--- src/rtl/control_unit.sv ---
// Microcoded-style Moore control FSM: fetch, decode, operand fetch and up to three execute states.
// Optional macro CU_ILLEGAL_TRAP_EN: undefined opcodes trap into HALT and set the sticky o_illegal flag.
module control_unit (
  input  logic       i_clk,
  input  logic       i_rst,
  input  logic       i_stall,
  input  logic [7:0] i_ir,
  output logic [3:0] o_transfer_cmd,
  output logic       o_inc_pc,
  output logic [1:0] o_inc_dec_sp,
  output logic       o_alu_calculate,
  output logic       o_alu_res_to_ap,
  output logic       o_reset_ir,
  output logic       o_halted,
  output logic       o_illegal
);

  typedef enum logic [3:0] {
    F_ADDR, F_READ, F_IR, DEC, OP_ADDR, OP_READ, EX1, EX2, EX3, HALT
  } state_t;

  typedef enum logic [3:0] {
    K_NOP, K_HALT, K_IMM, K_DIRECT, K_STORE, K_PUSH, K_ALU, K_JUMP, K_SYS, K_UNDEF
  } kind_t;

  function automatic kind_t classify(input logic [7:0] op);
    kind_t k;
    if (op == 8'h00)                                          k = K_NOP;
    else if (op == 8'hFF)                                     k = K_HALT;
    else if (op inside {8'h11, 8'h13, 8'h14, 8'h1E, 8'hC1})   k = K_IMM;
    else if (op inside {8'h19, 8'h1B})                        k = K_DIRECT;
    else if (op inside {8'h21, 8'h23})                        k = K_STORE;
    else if (op inside {8'h2C, 8'h2E})                        k = K_PUSH;
    else if (op inside {[8'h30:8'h4F], [8'h60:8'h8F], 8'h50, 8'h90}) k = K_ALU;
    else if (op inside {8'hA1, 8'hA5, 8'hA9, 8'hB0})          k = K_JUMP;
    else if (op inside {8'hC0, 8'hD0, 8'hE0})                 k = K_SYS;
    else                                                      k = K_UNDEF;
    return k;
  endfunction

  state_t state;
  kind_t  kind;

  assign kind = classify(i_ir);

  always_ff @(posedge i_clk) begin
    if (i_rst) begin
      state <= F_ADDR;
    end else if (!i_stall) begin
      case (state)
        F_ADDR:  state <= F_READ;
        F_READ:  state <= F_IR;
        F_IR:    state <= DEC;
        DEC: begin
          case (kind)
            K_NOP:         state <= F_ADDR;
            K_HALT:        state <= HALT;
            K_PUSH, K_SYS: state <= EX1;
            K_ALU:         state <= (i_ir == 8'h50 || i_ir == 8'h90) ? EX1 : OP_ADDR;
`ifdef CU_ILLEGAL_TRAP_EN
            K_UNDEF:       state <= HALT;
`else
            K_UNDEF:       state <= F_ADDR;
`endif
            default:       state <= OP_ADDR;
          endcase
        end
        OP_ADDR: state <= OP_READ;
        OP_READ: state <= EX1;
        EX1:     state <= (kind inside {K_DIRECT, K_STORE, K_PUSH, K_ALU}) ? EX2 : F_ADDR;
        EX2:     state <= (kind inside {K_DIRECT, K_STORE, K_PUSH}) ? EX3 : F_ADDR;
        EX3:     state <= F_ADDR;
        HALT:    state <= HALT;
        default: state <= F_ADDR;
      endcase
    end
  end

`ifdef CU_ILLEGAL_TRAP_EN
  logic illegal_q;

  always_ff @(posedge i_clk) begin
    if (i_rst)
      illegal_q <= 1'b0;
    else if (!i_stall && state == DEC && kind == K_UNDEF)
      illegal_q <= 1'b1;
  end

  assign o_illegal = illegal_q & ~i_rst;
`else
  assign o_illegal = 1'b0;
`endif

  // Reset forces everything low; stall suppresses strobes but not the HALT status.
  always_comb begin
    o_transfer_cmd  = '0;
    o_inc_pc        = 1'b0;
    o_inc_dec_sp    = '0;
    o_alu_calculate = 1'b0;
    o_alu_res_to_ap = 1'b0;
    o_reset_ir      = 1'b0;
    o_halted        = 1'b0;
    if (!i_rst) begin
      o_halted = (state == HALT);
      if (!i_stall) begin
        case (state)
          F_ADDR: begin
            o_transfer_cmd = 4'h1;
            o_reset_ir     = 1'b1;
          end
          F_READ: begin
            o_transfer_cmd = 4'h2;
            o_inc_pc       = 1'b1;
          end
          F_IR:    o_transfer_cmd = 4'h3;
          OP_ADDR: o_transfer_cmd = 4'h1;
          OP_READ: begin
            o_transfer_cmd = 4'h2;
            o_inc_pc       = 1'b1;
          end
          EX1: begin
            case (kind)
              K_IMM:             o_transfer_cmd = 4'h5;
              K_DIRECT, K_STORE: o_transfer_cmd = 4'h4;
              K_PUSH:            o_transfer_cmd = 4'h7;
              K_JUMP:            o_transfer_cmd = 4'hB;
              K_SYS:             o_transfer_cmd = i_ir[7:4] + 4'h0;
              K_ALU: begin
                o_alu_calculate = 1'b1;
                o_alu_res_to_ap = i_ir[1];
              end
              default: ;
            endcase
          end
          EX2: begin
            case (kind)
              K_DIRECT:         o_transfer_cmd = 4'h2;
              K_STORE, K_PUSH:  o_transfer_cmd = 4'h8;
              K_ALU: begin
                o_transfer_cmd  = 4'hA;
                o_alu_res_to_ap = i_ir[1];
              end
              default: ;
            endcase
          end
          EX3: begin
            case (kind)
              K_DIRECT:        o_transfer_cmd = 4'h5;
              K_STORE:         o_transfer_cmd = 4'h9;
              K_PUSH: begin
                o_transfer_cmd = 4'h9;
                o_inc_dec_sp   = 2'b10;
              end
              default: ;
            endcase
          end
          default: ;
        endcase
      end
    end
  end

endmodule

--- config.mk ---
export PLATFORM = sky130hd
export DESIGN_NAME = control_unit
export DESIGN_NICKNAME = d
export VERILOG_FILES = /design/src/rtl/control_unit.sv
export SDC_FILE = /design/constraint.sdc
export NUM_CORES = 1
export LEC_CHECK = 0
export CELL_PAD_IN_SITES_DETAIL_PLACEMENT = 1
export CELL_PAD_IN_SITES_GLOBAL_PLACEMENT = 1
export CORE_MARGIN = 4
export CORE_UTILIZATION = 34
export DETAILED_ROUTE_END_ITERATION = 16
export PLACE_DENSITY = 0.84
export SLEW_MARGIN = 20
export SYNTH_ARGS = -nofsm -noshare
export SYNTH_HDL_FRONTEND = slang
export SYNTH_SLANG_ARGS = --single-unit
--- constraint.sdc ---
create_clock -name i_clk -period 4 [get_ports i_clk]
set_input_delay 1.2 -clock i_clk [delete_from_list [all_inputs] [get_ports i_clk]]
set_output_delay 1.2 -clock i_clk [all_outputs]
set_load 0.1 [all_outputs]
==> results of run 1 <==
==> metrics by stage <==
stage	util	cells	worst slack [ns]
floorplan	-	143	-0.448
global placement	0.632	221	-0.646
detailed placement	0.632	221	-0.809
CTS	0.693	231	-0.245
==> timing repair <==
action                     in CTS
buffers inserted               10
setup endpoints to repair       8
gates resized for setup        54
cloned                          0
pin swaps                      13
==> synthesized netlist by cell type, types with 3 or more instances <==
| library cell | instances | area share |
|---|---|---|
| sky130_fd_sc_hd__nor2b_1 | 3 | 0.020 |
| sky130_fd_sc_hd__a211oi_1 | 3 | 0.024 |
| sky130_fd_sc_hd__nand3_1 | 3 | 0.016 |
| sky130_fd_sc_hd__nor3b_1 | 3 | 0.024 |
| sky130_fd_sc_hd__dfxtp_1 | 4 | 0.086 |
| sky130_fd_sc_hd__o21ai_0 | 9 | 0.049 |
| sky130_fd_sc_hd__and3_1 | 4 | 0.027 |
| sky130_fd_sc_hd__buf_2 | 3 | 0.016 |
| sky130_fd_sc_hd__a21oi_1 | 16 | 0.086 |
| sky130_fd_sc_hd__o21ai_1 | 3 | 0.016 |
| sky130_fd_sc_hd__nand2b_1 | 3 | 0.020 |
| sky130_fd_sc_hd__nand4_1 | 3 | 0.020 |
| sky130_fd_sc_hd__nor3_1 | 7 | 0.038 |
| sky130_fd_sc_hd__nor2_1 | 12 | 0.049 |
| sky130_fd_sc_hd__nand2_1 | 13 | 0.053 |
| sky130_fd_sc_hd__o21a_1 | 4 | 0.032 |
| sky130_fd_sc_hd__clkbuf_1 | 8 | 0.032 |
==> kinds of logic after synthesis <==
logic type | share of synthesized area
buf+inv | 0.0865
simple gates | 0.396
compound gates | 0.418
other cells | 0.00405
xor+xnor | 0.00946
flops | 0.0865
==> implementation parameters, run 1 <==
Parameter                              Value

STA
  Worst-path endpoint category    top-level output
  Last worst endpoint in the global-route repair_timing    o_transfer_cmd[3]

Floorplan
  DIE HEIGHT    60.2 um
  Starting density of the core    0.364
  Number of top-level design ports    23
  Die extent in x    around 60 um
  Rows    18

Synthesis
  Mean instance size in the synthesized netlist    roughly 6.5 um2
  Synthesis warning total    0
  Syn Inst Count    between 100 and 150
  Count of flip-flops with a built-in enable after synthesis    0
  Proportion of synthesized chip area in sequential cells    0.0865
  Async set or reset register ratio after synthesis    0
  Leading register cell type out of synthesis    sky130_fd_sc_hd__dfxtp_1
  Number of unique standard cell types used by synthesis    a little under 50
  Post-synthesis sequential element count    4
  Mapped Area    ~900 um2

CTS
  Clock buffers created by TritonCTS    3
  Post-cts hold buffer count    0
  Root cell of the clock tree    sky130_fd_sc_hd__clkbuf_4
  CTS sink count    4
  Clk buf depth    2
  Number of H-tree branching levels    1

Outcome
  Run status    stopped before the end
  First error in the log    [ERROR DPL-0033] detailed placement checks failed during check placement.
  Failing step    5_1_grt

Placed design
  Port Buffers    20
  Placement Cell Area    0.00161 mm2
  Final weighted congestion in routability-driven placement    about 0.9
  HPWL after detailed placement    about 3700 um

GRT
  Initial antenna violation count    0
  Maximum number of pins on one net before global-route repair    15
==> run 2: changes to the inputs <==
==> config.mk (replaced) <==
export PLATFORM = sky130hd
export DESIGN_NAME = control_unit
export DESIGN_NICKNAME = d
export VERILOG_FILES = /design/src/rtl/control_unit.sv
export SDC_FILE = /design/constraint.sdc
export NUM_CORES = 1
export LEC_CHECK = 0
export CORE_AREA = 4 4 65 67
export DETAILED_ROUTE_END_ITERATION = 16
export DIE_AREA = 0 0 69 71
export PLACE_DENSITY_LB_ADDON = 0.15
export SLEW_MARGIN = 20
export SYNTH_ARGS = -nofsm -noshare
export SYNTH_HDL_FRONTEND = slang
export SYNTH_SLANG_ARGS = --single-unit
==> run 2 against run 1 <==
Compared with the run above: the flow now finishes, with violations (negative setup slack); synthesized cell count is the same; synthesized area is the same.
==> implementation parameters, run 2 <==
Parameter                              Value

Final layout
  Max FFs per register    4
  # fillers    360
  Most frequent standard cell in the layout excluding fill and tap cells    sky130_fd_sc_hd__buf_4
  Layout area overhead    98.9%
  Final design utilization    0.507
  Proportion of layout cells with a drive suffix above 1    0.547
  Diodes inserted    0
  Most used cells in the layout excluding fill and tap cells    sky130_fd_sc_hd__buf_4 (51), sky130_fd_sc_hd__nand2_1 (12), sky130_fd_sc_hd__nor2_1 (10), sky130_fd_sc_hd__buf_12 (10), sky130_fd_sc_hd__a21oi_1 (9)
  Register with the most flip-flops    state
  Largest registers    state: 4 flops
  Net count reported at finish    between 200 and 250

Synthesis
  Post-synth top area share    0.0865
  Synthesis warning total    0
  Most used standard cells in the synthesized netlist    sky130_fd_sc_hd__a21oi_1 (16), sky130_fd_sc_hd__nand2_1 (13), sky130_fd_sc_hd__nor2_1 (12), sky130_fd_sc_hd__o21ai_0 (9), sky130_fd_sc_hd__clkbuf_1 (8)
  Syn Inst Count    around 140
  Mapped Area    a little over 900 um2
  Count of flip-flops with a built-in enable after synthesis    0
  Async set or reset register ratio after synthesis    0
  Proportion of synthesized chip area in sequential cells    0.0865
  Number of unique standard cell types used by synthesis    49
  Most repeated cell in the gate-level netlist after synthesis    sky130_fd_sc_hd__a21oi_1
  Leading register cell type out of synthesis    sky130_fd_sc_hd__dfxtp_1
  Mean instance size in the synthesized netlist    roughly 6.5 um2
  Top area cells in the synthesized netlist    sky130_fd_sc_hd__a21oi_1 (8.6%), sky130_fd_sc_hd__dfxtp_1 (8.6%), sky130_fd_sc_hd__nand2_1 (5.3%)
  Post-synthesis sequential element count    4
  Post-synth top area cell    sky130_fd_sc_hd__a21oi_1

GRT
  Number of global-route vias before repair    approximately 1300
  Maximum number of pins on one net before global-route repair    15
  Initial antenna violation count    0
  Remaining global-route overflow    0
  Global routing usage summed across all routing layers    0.149
  First-pass GRT wire length    just over 6000 um

Min path
  Hold Path Stages    2
  Worst hold path startpoint    state[3]
  Type of the worst min-delay path    reg -> reg
  Worst min-delay path endpoint    state[3]

CTS
  Post-cts hold buffer count    0
  Root cell of the clock tree    sky130_fd_sc_hd__clkbuf_8
  Number of H-tree branching levels    1
  Clock buffers created by TritonCTS    3
  Later-pin clock latency in the skew report    0.21 ns
  CTS sink count    4
  Clk buf depth    2
  CTS tree    built
  Clk slew on worst S/H paths    ~0.030 ns

Flow run
  Max capacitance violation total    0

Power
  LEAKAGE    ~0.73 nW
  Maximum vdd drop    ~190 uV
  Power density relative to cell area    approximately 160 mW/mm2
  Overall power after layout    291 uW

Floorplan
  Area of the placeable core    approximately 0.0036 mm2
  DIE HEIGHT    71 um
  Total die area    slightly below 0.005 mm2
  Die extent in x    69 um
  Rows    22
  Number of top-level design ports    23
  Starting density of the core    0.255

Setup path
  Critical path start-end classification    in -> out
  Endpoint of the most critical register-to-register path    state[0]
  Worst setup EP type    output port
  Critical Path RT    2.80 ns
  Startpoint of the worst register-to-register path    state[3]
  Top fanout value on the critical path    4
  Worst R2R Setup Slack    around 2.0 ns
  Arrival @ worst endpoint    just under 3 ns
  Worst Reg2Reg Path Length in Cells    6
  Kind of start point of the critical path    input pin

Placed design
  Final weighted congestion in routability-driven placement    approximately 0.88
  HPWL after detailed placement    around 2800 um
  Port Buffers    20

STA
  Setup repair after global routing missed its margin    yes
  Shortest clock period the worst path allows after layout    4.09 ns
  Worst-case setup margin in the final layout    -0.0882 ns
  Number of setup violations in the final report    3
  Final TNS setup    -0.207 ns
  Fin Clk Skew    0.00194 ns
  Final Cycle Share    1.02
  Min Hold Slack    0.631 ns
  Hold violation count in the final report    0
  Max-slew violations    0
  Highest attainable clock frequency    about 240 MHz

Drt
  Via density per instance    about 5.2
  TritonRoute pass-1 iters    5
  Detailed-route DRC error count    0
  WL/cell    14.4 um
  Initial DRC count    62
  Detail Route Antenna Nets    0
  Sum of routed wire length over all layers    roughly 3600 um
  Via count of the routed design    around 1300

Outcome
  Violations in the final reports    negative setup slack
  Run status    complete, but fails checks
-- run 2: cell counts after synthesis --
No cell type changed its count.
-- run 2: cell families (layout without fill, tap and decap cells) --
logic type,count (synthesis),in the layout,share of synthesized area
buf+inv,16,76,0.0865
other cells,1,2,0.00405
simple gates,65,65,0.396
xor+xnor,1,1,0.00946
flops,4,4,0.0865
compound gates,55,55,0.418
-- run 2: critical path: stages --
cell	delay (ns)
sky130_fd_sc_hd__buf_8	0.09
sky130_fd_sc_hd__or4_4	0.59
sky130_fd_sc_hd__a21oi_2	0.16
sky130_fd_sc_hd__o211ai_2	0.11
sky130_fd_sc_hd__a211oi_2	0.23
sky130_fd_sc_hd__a211oi_2	0.09
sky130_fd_sc_hd__nor3_4	0.20
sky130_fd_sc_hd__buf_12	0.20
-- run 2: how the worst max path moves through the flow --
stage / from / end / slack [ns]
2_1_floorplan: i_ir[2] / o_transfer_cmd[3] / -0.45
3_3_place_gp: i_ir[1] / o_transfer_cmd[0] / -0.64
3_5_place_dp: i_ir[2] / o_transfer_cmd[0] / -0.63
4_1_cts: i_ir[0] / o_transfer_cmd[0] / -0.14
5_1_grt: i_ir[0] / o_transfer_cmd[0] / -0.15
6_report: i_ir[0] / o_transfer_cmd[3] / -0.09
-- run 2: final cells by class --
cell class | count | area [um2] | area share
well taps | 48 | 60.1 | 0.0326
flip-flops and latches | 4 | 80.1 | 0.0435
inverters | 1 | 3.75 | 0.00204
repair buffers | 72 | 697 | 0.378
clock buffers | 3 | 41.3 | 0.0224
multi-input cells | 123 | 960 | 0.521
-- run 2: layer usage --
metal,vias to the layer above,share of wire,track usage
met4,0,0,0.0304
met3,0,0.027,0.0142
met2,22,0.51,0.261
met1,632,0.46,0.199
met5,-,0,0
li1,660,-,-
-- run 2: metrics by stage --
stage          cells  setup WS [ns]  area (um2)
6_report         251        -0.0882        1840
5_1_grt          251         -0.148        1840
4_1_cts          251         -0.141        1810
3_5_place_dp     242         -0.626        1650
3_3_place_gp     242         -0.642        1650
2_1_floorplan    143         -0.448        1030
-- run 2: repair_timing --
action,CTS,global route
gates resized for setup,46,9
setup buffers,8,0
setup endpoints to repair,8,5
pin swaps,14,4
-- run 2: where the power goes --
| group | internal [mW] | switching [mW] | leakage (nW) |
|---|---|---|---|
| Clock | 0.0639 | 0.0177 | 0.0216 |
| Combinational | 0.0688 | 0.0917 | 0.680 |
| Sequential | 0.0423 | 0.00640 | 0.0327 |
No activity file was read; power rests on OpenSTA's default activity.
==> run 3: changes to the inputs <==
--- a/config.mk
+++ b/config.mk
@@ -9,7 +9,6 @@
 export DETAILED_ROUTE_END_ITERATION = 16
 export DIE_AREA = 0 0 69 71
 export PLACE_DENSITY_LB_ADDON = 0.15
-export SLEW_MARGIN = 20
 export SYNTH_ARGS = -nofsm -noshare
 export SYNTH_HDL_FRONTEND = slang
 export SYNTH_SLANG_ARGS = --single-unit
==> results of run 3 <==
No change in the layout: final DEF, timing and power equal those of run 2.
==> run 4: changes to the inputs <==
--- a/config.mk
+++ b/config.mk
@@ -6,9 +6,11 @@
 export NUM_CORES = 1
 export LEC_CHECK = 0
 export CORE_AREA = 4 4 65 67
+export CTS_CLUSTER_SIZE = 12
 export DETAILED_ROUTE_END_ITERATION = 16
 export DIE_AREA = 0 0 69 71
 export PLACE_DENSITY_LB_ADDON = 0.15
 export SYNTH_ARGS = -nofsm -noshare
 export SYNTH_HDL_FRONTEND = slang
 export SYNTH_SLANG_ARGS = --single-unit
+export TNS_END_PERCENT = 5
==> run 4 against run 3 <==
Compared with the run above: the run still ends with negative setup slack left; power shrank 4.8%; cell area shrank 10%; worst hold slack is essentially flat; core utilization shrank 5.3 points; non-clock buffer count shrank 14; register-to-register slack lost 0.03 ns; die area is the same; clock power grew 2.8%; setup slack lost 0.0015 ns; clock skew grew 0.00085 ns; sequential power is essentially flat; critical path type unchanged; largest cell class unchanged.
==> implementation parameters, run 4 (synthesis gave the netlist of run 2 again) <==
Parameter                              Value

STA
  Final TNS setup    -0.174 ns
  Shortest clock period the worst path allows after layout    approximately 4.1 ns
  Fin Clk Skew    between 0.002 and 0.003 ns
  Setup repair after global routing missed its margin    yes
  Hold violation count in the final report    0
  Worst-case setup margin in the final layout    -0.0897 ns
  Slew at the pin closest to its max-slew limit    0.597 ns
  Max-slew violations    0
  Final Cycle Share    1.02
  Highest attainable clock frequency    between 200 and 250 MHz
  Max-Slew Margin vs Limit    0.601
  Min Hold Slack    approximately 0.63 ns
  Number of setup violations in the final report    3

Drt
  Detailed-route DRC error count    0
  Met3 wire length    114 um
  Initial DRC count    69
  Post-Route M1 WL    between 1000 and 1500 um
  TritonRoute pass-1 iters    4
  Top routing layer in use    met4
  Met2 Routed Length    between 1500 and 2000 um
  WL/cell    around 14 um
  Sum of routed wire length over all layers    between 3000 and 4000 um
  Detail Route Antenna Nets    0
  Via density per instance    between 5 and 6
  Via count of the routed design    about 1200

Final layout
  Multi-input logic area    approximately 890 um2
  Diodes inserted    0
  Most used cells in the layout excluding fill and tap cells    sky130_fd_sc_hd__buf_4 (35), sky130_fd_sc_hd__nand2_1 (13), sky130_fd_sc_hd__a21oi_1 (12), sky130_fd_sc_hd__nor2_1 (11), sky130_fd_sc_hd__buf_12 (10)
  Seq. cell area    about 80 um2
  Most frequent standard cell in the layout excluding fill and tap cells    sky130_fd_sc_hd__buf_4
  Net count reported at finish    ~200
  Layout area overhead    78.1%
  Register with the most flip-flops    state
  Largest registers    state: 4 flops
  # fillers    about 380
  Max FFs per register    4
  Proportion of layout cells with a drive suffix above 1    0.460
  Final standard cell area without fillers    about 0.0016 mm2

Floorplan
  Die extent in x    slightly below 70 um
  Starting density of the core    0.255
  Area of the placeable core    between 0.003 and 0.004 mm2
  DIE HEIGHT    71 um
  Total die area    between 0.004 and 0.005 mm2
  Number of top-level design ports    23
  Rows    22

CTS
  Clock buffers created by TritonCTS    3
  CTS tree    built
  Root cell of the clock tree    sky130_fd_sc_hd__clkbuf_8
  CTS sink count    4
  Later-pin clock latency in the skew report    0.22 ns
  Clk slew on worst S/H paths    roughly 0.030 ns
  Clk buf depth    2
  Number of H-tree branching levels    1

Placed design
  Post-Place Worst Slack    -0.583 ns
  HPWL after detailed placement    between 2000 and 3000 um
  Final weighted congestion in routability-driven placement    0.905
  Port Buffers    20
  Placement Cell Area    0.00153 mm2

Setup path
  Worst setup EP type    output port
  Critical Path RT    about 2.8 ns
  Arrival @ worst endpoint    between 2 and 3 ns
  Top fanout value on the critical path    4
  Critical path start-end classification    in -> out
  Kind of start point of the critical path    input pin

Power
  LEAKAGE    ~0.65 nW
  Overall power after layout    between 200 and 300 uW
  Maximum vdd drop    94.5 uV
  Power density relative to cell area    between 150 and 200 mW/mm2

Outcome
  Run status    complete, but fails checks
  Violations in the final reports    negative setup slack

GRT
  Maximum number of pins on one net before global-route repair    15
  Number of global-route vias before repair    between 1000 and 1500
  Initial antenna violation count    0
  First-pass GRT wire length    between 5000 and 6000 um
  Global routing usage summed across all routing layers    0.136
  Remaining global-route overflow    0

Min path
  Type of the worst min-delay path    reg -> reg

Flow run
  Max capacitance violation total    0
## run 4: area by class of cell
class,count,area share
clock buffer,3,0.0250
inverter,1,0.00228
timing repair buffer,58,0.351
sequential,4,0.0486
multi-input combinational,123,0.537
tap,48,0.0364
## run 4: routing by layer
metal  vias up  global-route usage
met1       581               0.174
met4         0              0.0195
met3         2              0.0199
met5         -                   0
met2        26               0.247
li1        625                   -
## run 4: what timing repair did
action                                  in CTS  in global routing
endpoints found under the hold margin        0                  0
pin swaps                                   13                  7
resized for setup                           36                  9
hold buffers                                 0                  0
endpoints found under the setup margin       8                  8
buffers inserted                             2                  1
## run 4: stage by stage
stage                     cells  utilization
final                       237        0.454
after global routing        237        0.454
after CTS                   236        0.449
after detailed placement    231        0.421
after global placement      231        0.421
after floorplan             143            -
## run 4: worst max-delay path, stage by stage
cell	delay (ns)
sky130_fd_sc_hd__buf_6	0.10
sky130_fd_sc_hd__or4_4	0.59
sky130_fd_sc_hd__o311ai_2	0.30
sky130_fd_sc_hd__a221oi_2	0.14
sky130_fd_sc_hd__a211oi_2	0.25
sky130_fd_sc_hd__o22ai_2	0.11
sky130_fd_sc_hd__buf_12	0.19
## run 4: worst paths after layout
| path | depth (start not counted) | slack [ns] | from | end |
|---|---|---|---|---|
| min reg2reg | 2 | 0.63 | state[3] | state[3] |
| max | 7 | -0.09 | i_ir[0] | o_transfer_cmd[0] |
| min | 2 | 0.63 | state[3] | state[3] |
| max reg2reg | 6 | 1.96 | state[3] | state[0] |
## run 4: power by group
part	switching (mW)	internal, mW	total, mW
clock	0.0198	0.0640	0.0839
combinational	0.0844	0.0596	0.144
sequential	0.00661	0.0423	0.0489
